## src/rtl/mult_result_fifo.sv

```systemverilog
// Result buffer for the shift-add multiplier chain: FWFT FIFO plus
// in-flight credit tracking so every issued product has a guaranteed slot.
module mult_result_fifo #(
    parameter int N     = 4,
    parameter int M     = 4,
    parameter int DEPTH = 4
) (
    input  logic           clk,
    input  logic           rst_n,
    input  logic           issue,
    input  logic           rdy_i,
    input  logic [N+M-1:0] acc_i,
    output logic           res_valid,
    input  logic           res_ready,
    output logic [N+M-1:0] res_data,
    output logic [$clog2(DEPTH):0] count,
    output logic [$clog2(DEPTH):0] inflight,
    output logic           issue_ok,
    output logic           ovf,
    input  logic           ovf_clr
);
    localparam int AW = $clog2(DEPTH);
    localparam int W  = N + M;
    localparam logic [AW:0]   FULL_CNT = (AW+1)'(DEPTH);
    localparam logic [AW+1:0] CRED_LIM = (AW+2)'(DEPTH);
    localparam logic [AW-1:0] PTR_ONE  = AW'(1);
    localparam logic [AW:0]   CNT_ONE  = (AW+1)'(1);

    logic [W-1:0]  mem_q [DEPTH];
    logic [W-1:0]  mem_d [DEPTH];
    logic [AW-1:0] rd_ptr_q, rd_ptr_d;
    logic [AW-1:0] wr_ptr_q, wr_ptr_d;
    logic [AW:0]   count_q, count_d;
    logic [AW:0]   inflight_q, inflight_d;
    logic          ovf_q, ovf_d;

    logic full, pop, push, drop;
    logic [AW+1:0] credit_sum;

    assign full       = (count_q == FULL_CNT);
    assign res_valid  = (count_q != '0);
    assign pop        = res_valid && res_ready;
    assign push       = rdy_i && (!full || pop);
    assign drop       = rdy_i && full && !pop;
    assign res_data   = mem_q[rd_ptr_q];
    assign count      = count_q;
    assign inflight   = inflight_q;
    assign ovf        = ovf_q;
    // Widened sum so count + inflight cannot wrap before the compare.
    assign credit_sum = {1'b0, count_q} + {1'b0, inflight_q};
    assign issue_ok   = (credit_sum < CRED_LIM);

    always_comb begin
        mem_d      = mem_q;
        rd_ptr_d   = rd_ptr_q;
        wr_ptr_d   = wr_ptr_q;
        count_d    = count_q;
        inflight_d = inflight_q;
        ovf_d      = ovf_q;

        if (push) begin
            mem_d[wr_ptr_q] = acc_i;
            wr_ptr_d        = wr_ptr_q + PTR_ONE;
        end
        if (pop) begin
            rd_ptr_d = rd_ptr_q + PTR_ONE;
        end
        if (push && !pop) begin
            count_d = count_q + CNT_ONE;
        end else if (pop && !push) begin
            count_d = count_q - CNT_ONE;
        end

        // A spurious rdy_i (nothing in flight) must not underflow.
        if (issue && !rdy_i) begin
            if (inflight_q != FULL_CNT) begin
                inflight_d = inflight_q + CNT_ONE;
            end
        end else if (rdy_i && !issue) begin
            if (inflight_q != '0) begin
                inflight_d = inflight_q - CNT_ONE;
            end
        end

        if (drop) begin
            ovf_d = 1'b1;
        end else if (ovf_clr) begin
            ovf_d = 1'b0;
        end
    end

    always_ff @(posedge clk or negedge rst_n) begin
        if (!rst_n) begin
            for (int i = 0; i < DEPTH; i++) begin
                mem_q[i] <= '0;
            end
            rd_ptr_q   <= '0;
            wr_ptr_q   <= '0;
            count_q    <= '0;
            inflight_q <= '0;
            ovf_q      <= 1'b0;
        end else begin
            mem_q      <= mem_d;
            rd_ptr_q   <= rd_ptr_d;
            wr_ptr_q   <= wr_ptr_d;
            count_q    <= count_d;
            inflight_q <= inflight_d;
            ovf_q      <= ovf_d;
        end
    end
endmodule

```

## config.mk

```make
export PLATFORM = sky130hd
export DESIGN_NAME = mult_result_fifo
export DESIGN_NICKNAME = d
export VERILOG_FILES = /design/src/rtl/mult_result_fifo.sv
export SDC_FILE = /design/constraint.sdc
export NUM_CORES = 1
export LEC_CHECK = 0
export CAP_MARGIN = 20
export CORE_MARGIN = 2
export CORE_UTILIZATION = 44
export CTS_BUF_LIST = sky130_fd_sc_hd__clkbuf_8
export DETAILED_ROUTE_END_ITERATION = 8
export GPL_TIMING_DRIVEN = 0
export PLACE_DENSITY_LB_ADDON = 0.3
export REMOVE_ABC_BUFFERS = 1
export SETUP_SLACK_MARGIN = 0.15
export SYNTH_ARGS = -nofsm -noshare
export SYNTH_HDL_FRONTEND = slang
export SYNTH_SLANG_ARGS = --single-unit
```

## constraint.sdc

```tcl
create_clock -name clk -period 3.1 [get_ports clk]
set_input_delay 0.93 -clock clk [delete_from_list [all_inputs] [get_ports clk]]
set_output_delay 0.93 -clock clk [all_outputs]
set_load 0.01 [all_outputs]
```

==> flow_summary.json <==
{
  "fp.coreArea_um2": 4440,
  "tightest_slew_ns": 0.921,
  "setup_viol": 0,
  "grt_first_pass_wirelength_um": 6520,
  "cts_buffer_depth": 2,
  "fin_skew_ns": 0.00469,
  "die_y_um": 72.6,
  "leakagePower_uw": 0.00109,
  "cts_tree": "yes",
  "syn_avg_cell_area_um2": 14.6,
  "synthToLayoutAreaGrowth_pct": 23.8,
  "final_hold_viol_count": 0,
  "die_x_um": 72.6,
  "rows": 24,
  "post-synth-top-area-cell": "dfrtp_1",
  "first_global_vias": 1320,
  "yosys_register_bits": 43,
  "setup.worst_path.class": "reg -> out",
  "synth.yosys.seq_area_share": 0.520,
  "num_antenna_cells": 0,
  "netlist_top_cells_count": "dfrtp_1, mux2_2, ha_1, mux4_2",
  "numPortBuffers": 30,
  "final-max-slew-violation-count": 0,
  "clock.fmax_mhz": 349,
  "boundary_pin_count": 31,
  "grtUsageTotal": 0.164,
  "wl_per_cell_um": 16.5,
  "timing.hold.worst.class": "reg -> reg",
  "whs_path_depth": 1,
  "htreeDepth": 2,
  "drc": 0,
  "grt_max_degree": 44,
  "start_util": 0.465,
  "rr_startpoint": "count[1]$_DFFE_PN0P_",
  "design.die.area_um2": 5260,
  "place.gp.congestion": 0.753,
  "setup.reg_to_reg.worst_slack_ns": 0.81,
  "outcome": "completed",
  "synth_warnings": 0,
  "powerDensity_nw_per_um2": 1110,
  "drive_gt1_frac": 0.343,
  "root_buffer": "clkbuf_8",
  "crit_arrival_ns": 1.93,
  "grt.overflow.total": 0,
  "dp.final_hpwl_um": 2720,
  "clkSlewWorstSetupHoldPaths_ns": 0.08,
  "period_minus_slack_ns": 2.86,
  "worst-endpoint-required_ns": 2.17,
  "peakVddDrop_uv": 466,
  "timing.slew.headroom": 0.386,
  "routed_via_density": 5.37,
  "syn_area_um2": 2070,
  "synth.most_common_cell": "dfrtp_1",
  "r2r-end": "count[2]$_DFFE_PN0P_",
  "layout.nets": 204,
  "route.antenna.remaining_nets": 0,
  "clk_latency_ns": 0.28,
  "postRouteWirelength_um": 3830,
  "nFillCells": 349,
  "unrepaired_setup_endpoints_after_global_routing": "no",
  "timing.critical_path.from": "rd_ptr_q[0]$_DFFE_PN0P_",
  "tritoncts_num_sinks": 43,
  "final_area_um2": 2560,
  "synthFlopType": "dfrtp_1",
  "final.period_utilization": 0.924,
  "worstRegToRegCells": 8,
  "setup.worst_path.end_class": "output port",
  "placed_area_um2": 2420,
  "synthesis.instances": 142,
  "numCtsBuffers": 5,
  "synth_edf_count": 0,
  "worst-path-max-fanout": 10,
  "detail_route.first_pass.iterations": 4,
  "synth.top_cells.by_area": "dfrtp_1, mux2_2, mux4_2",
  "setup.worst_path.end": "res_data[7]",
  "routed-via-count": 1251,
  "grt_antenna_before_repair": 0,
  "timing.hold.ws_ns": 0.510,
  "power_uw": 2840,
  "drtIter0Drc": 63,
  "yosysTopAreaCellShare": 0.520,
  "yosysUniqueCellTypes": 27,
  "cp-start-kind": "flip-flop",
  "timing.max_cap.violations": 0,
  "ys_async_sr_fraction": 1.00
}
cell type report:
type                            instances  area (µm²)  area share
Sequential cell                        43        1080       0.421
Multi-Input combinational cell         90         957       0.374
Timing Repair Buffer                   33         317       0.124
Clock buffer                            6        82.6      0.0323
Tap cell                               52        65.1      0.0254
Clock inverter                          2        35.0      0.0137
Inverter                                7        26.3      0.0103
power breakdown:
part / internal, µW / switching [µW]
logic: 831 / 455
registers: 849 / 268
clock network: 261 / 180
stage by stage:
| step | setup TNS, ns | std cells | worst slack (ns) | utilization |
|---|---|---|---|---|
| final | 0 | 233 | 0.235 | 0.576 |
| after CTS | 0 | 230 | 0.193 | 0.571 |
| after global placement | -0.0374 | 222 | -0.0374 | 0.546 |
| after global routing | 0 | 233 | 0.163 | 0.576 |
| after floorplan | 0 | 140 | 0.581 | - |
| after detailed placement | -0.0729 | 222 | -0.0729 | 0.544 |
layer usage:
| layer | global-route usage | share of wire | vias to the layer above |
|---|---|---|---|
| li1 | - | - | 585 |
| met1 | 0.205 | 0.46 | 630 |
| met2 | 0.286 | 0.48 | 29 |
| met3 | 0.0347 | 0.048 | 7 |
| met4 | 0.0494 | 0.010 | 0 |
| met5 | 0 | 0 | - |
layout by cell type, fill, tap and decap left out:
| cell | synthesis | routed |
|---|---|---|
| a211oi_1 | 1 | 1 |
| a21o_1 | 1 | 1 |
| a221oi_1 | 1 | 1 |
| a31oi_1 | 1 | 1 |
| and2_1 | 1 | 1 |
| and3_2 | 1 | 1 |
| buf_2 | 1 | 1 |
| buf_4 | 0 | 3 |
| bufinv_16 | 0 | 1 |
| clkbuf_8 | 0 | 6 |
| clkdlybuf4s50_1 | 0 | 28 |
| clkinv_2 | 0 | 1 |
| dfrtp_1 | 43 | 42 |
| dfrtp_2 | 0 | 1 |
| dlygate4sd2_1 | 0 | 1 |
| fa_1 | 2 | 2 |
| ha_1 | 8 | 8 |
| inv_1 | 7 | 7 |
| mux2_2 | 33 | 33 |
| mux2_4 | 1 | 1 |
| mux4_2 | 8 | 8 |
| nand2_1 | 7 | 7 |
| nand3_1 | 2 | 2 |
| nor2_1 | 4 | 4 |
| nor2_2 | 4 | 4 |
| nor2b_1 | 1 | 1 |
| nor4_1 | 2 | 2 |
| nor4b_4 | 1 | 1 |
| o21ai_0 | 2 | 2 |
| o221ai_1 | 1 | 1 |
| or3_2 | 1 | 1 |
| xnor2_1 | 5 | 5 |
| xor2_1 | 2 | 2 |
worst max-delay path: stages, from the launching register on:
cell	delay (ns)
dfrtp_2	0.59
mux4_2	0.56
clkdlybuf4s50_1	0.50
registers in the layout, summed over array words and instances (netlist names):
signal / count
mem_q: 32
count: 3
inflight: 3
rd_ptr_q: 2
wr_ptr_q: 2
ovf: 1
how the worst min path moves through the flow:
stage | to | start
after floorplan | mem_q[10]$_DFFE_PN0P_ | mem_q[10]$_DFFE_PN0P_
after global placement | mem_q[9]$_DFFE_PN0P_ | mem_q[9]$_DFFE_PN0P_
after detailed placement | mem_q[8]$_DFFE_PN0P_ | mem_q[8]$_DFFE_PN0P_
after CTS | mem_q[8]$_DFFE_PN0P_ | mem_q[8]$_DFFE_PN0P_
after global routing | mem_q[5]$_DFFE_PN0P_ | mem_q[5]$_DFFE_PN0P_
final | mem_q[1]$_DFFE_PN0P_ | mem_q[1]$_DFFE_PN0P_
timing repair:
item / 4_1_cts / 5_1_grt
setup buffers: 0 / 3
resized for setup: 2 / 0
hold buffers: 0 / 0
pin swaps: 0 / 1
setup endpoints to repair: 9 / 1
kinds of logic (layout without fill, tap and decap cells):
kind of cell / Yosys count / in the layout / synth area share
xor+xnor: 7 / 7 / 0.0296
compound gates: 7 / 7 / 0.0236
flops: 43 / 43 / 0.520
simple gates: 24 / 24 / 0.0678
buf+inv: 9 / 48 / 0.0169
fa+ha+maj: 10 / 10 / 0.0678
mux: 42 / 42 / 0.274
Note: power is estimated with default switching activity, not from simulation.
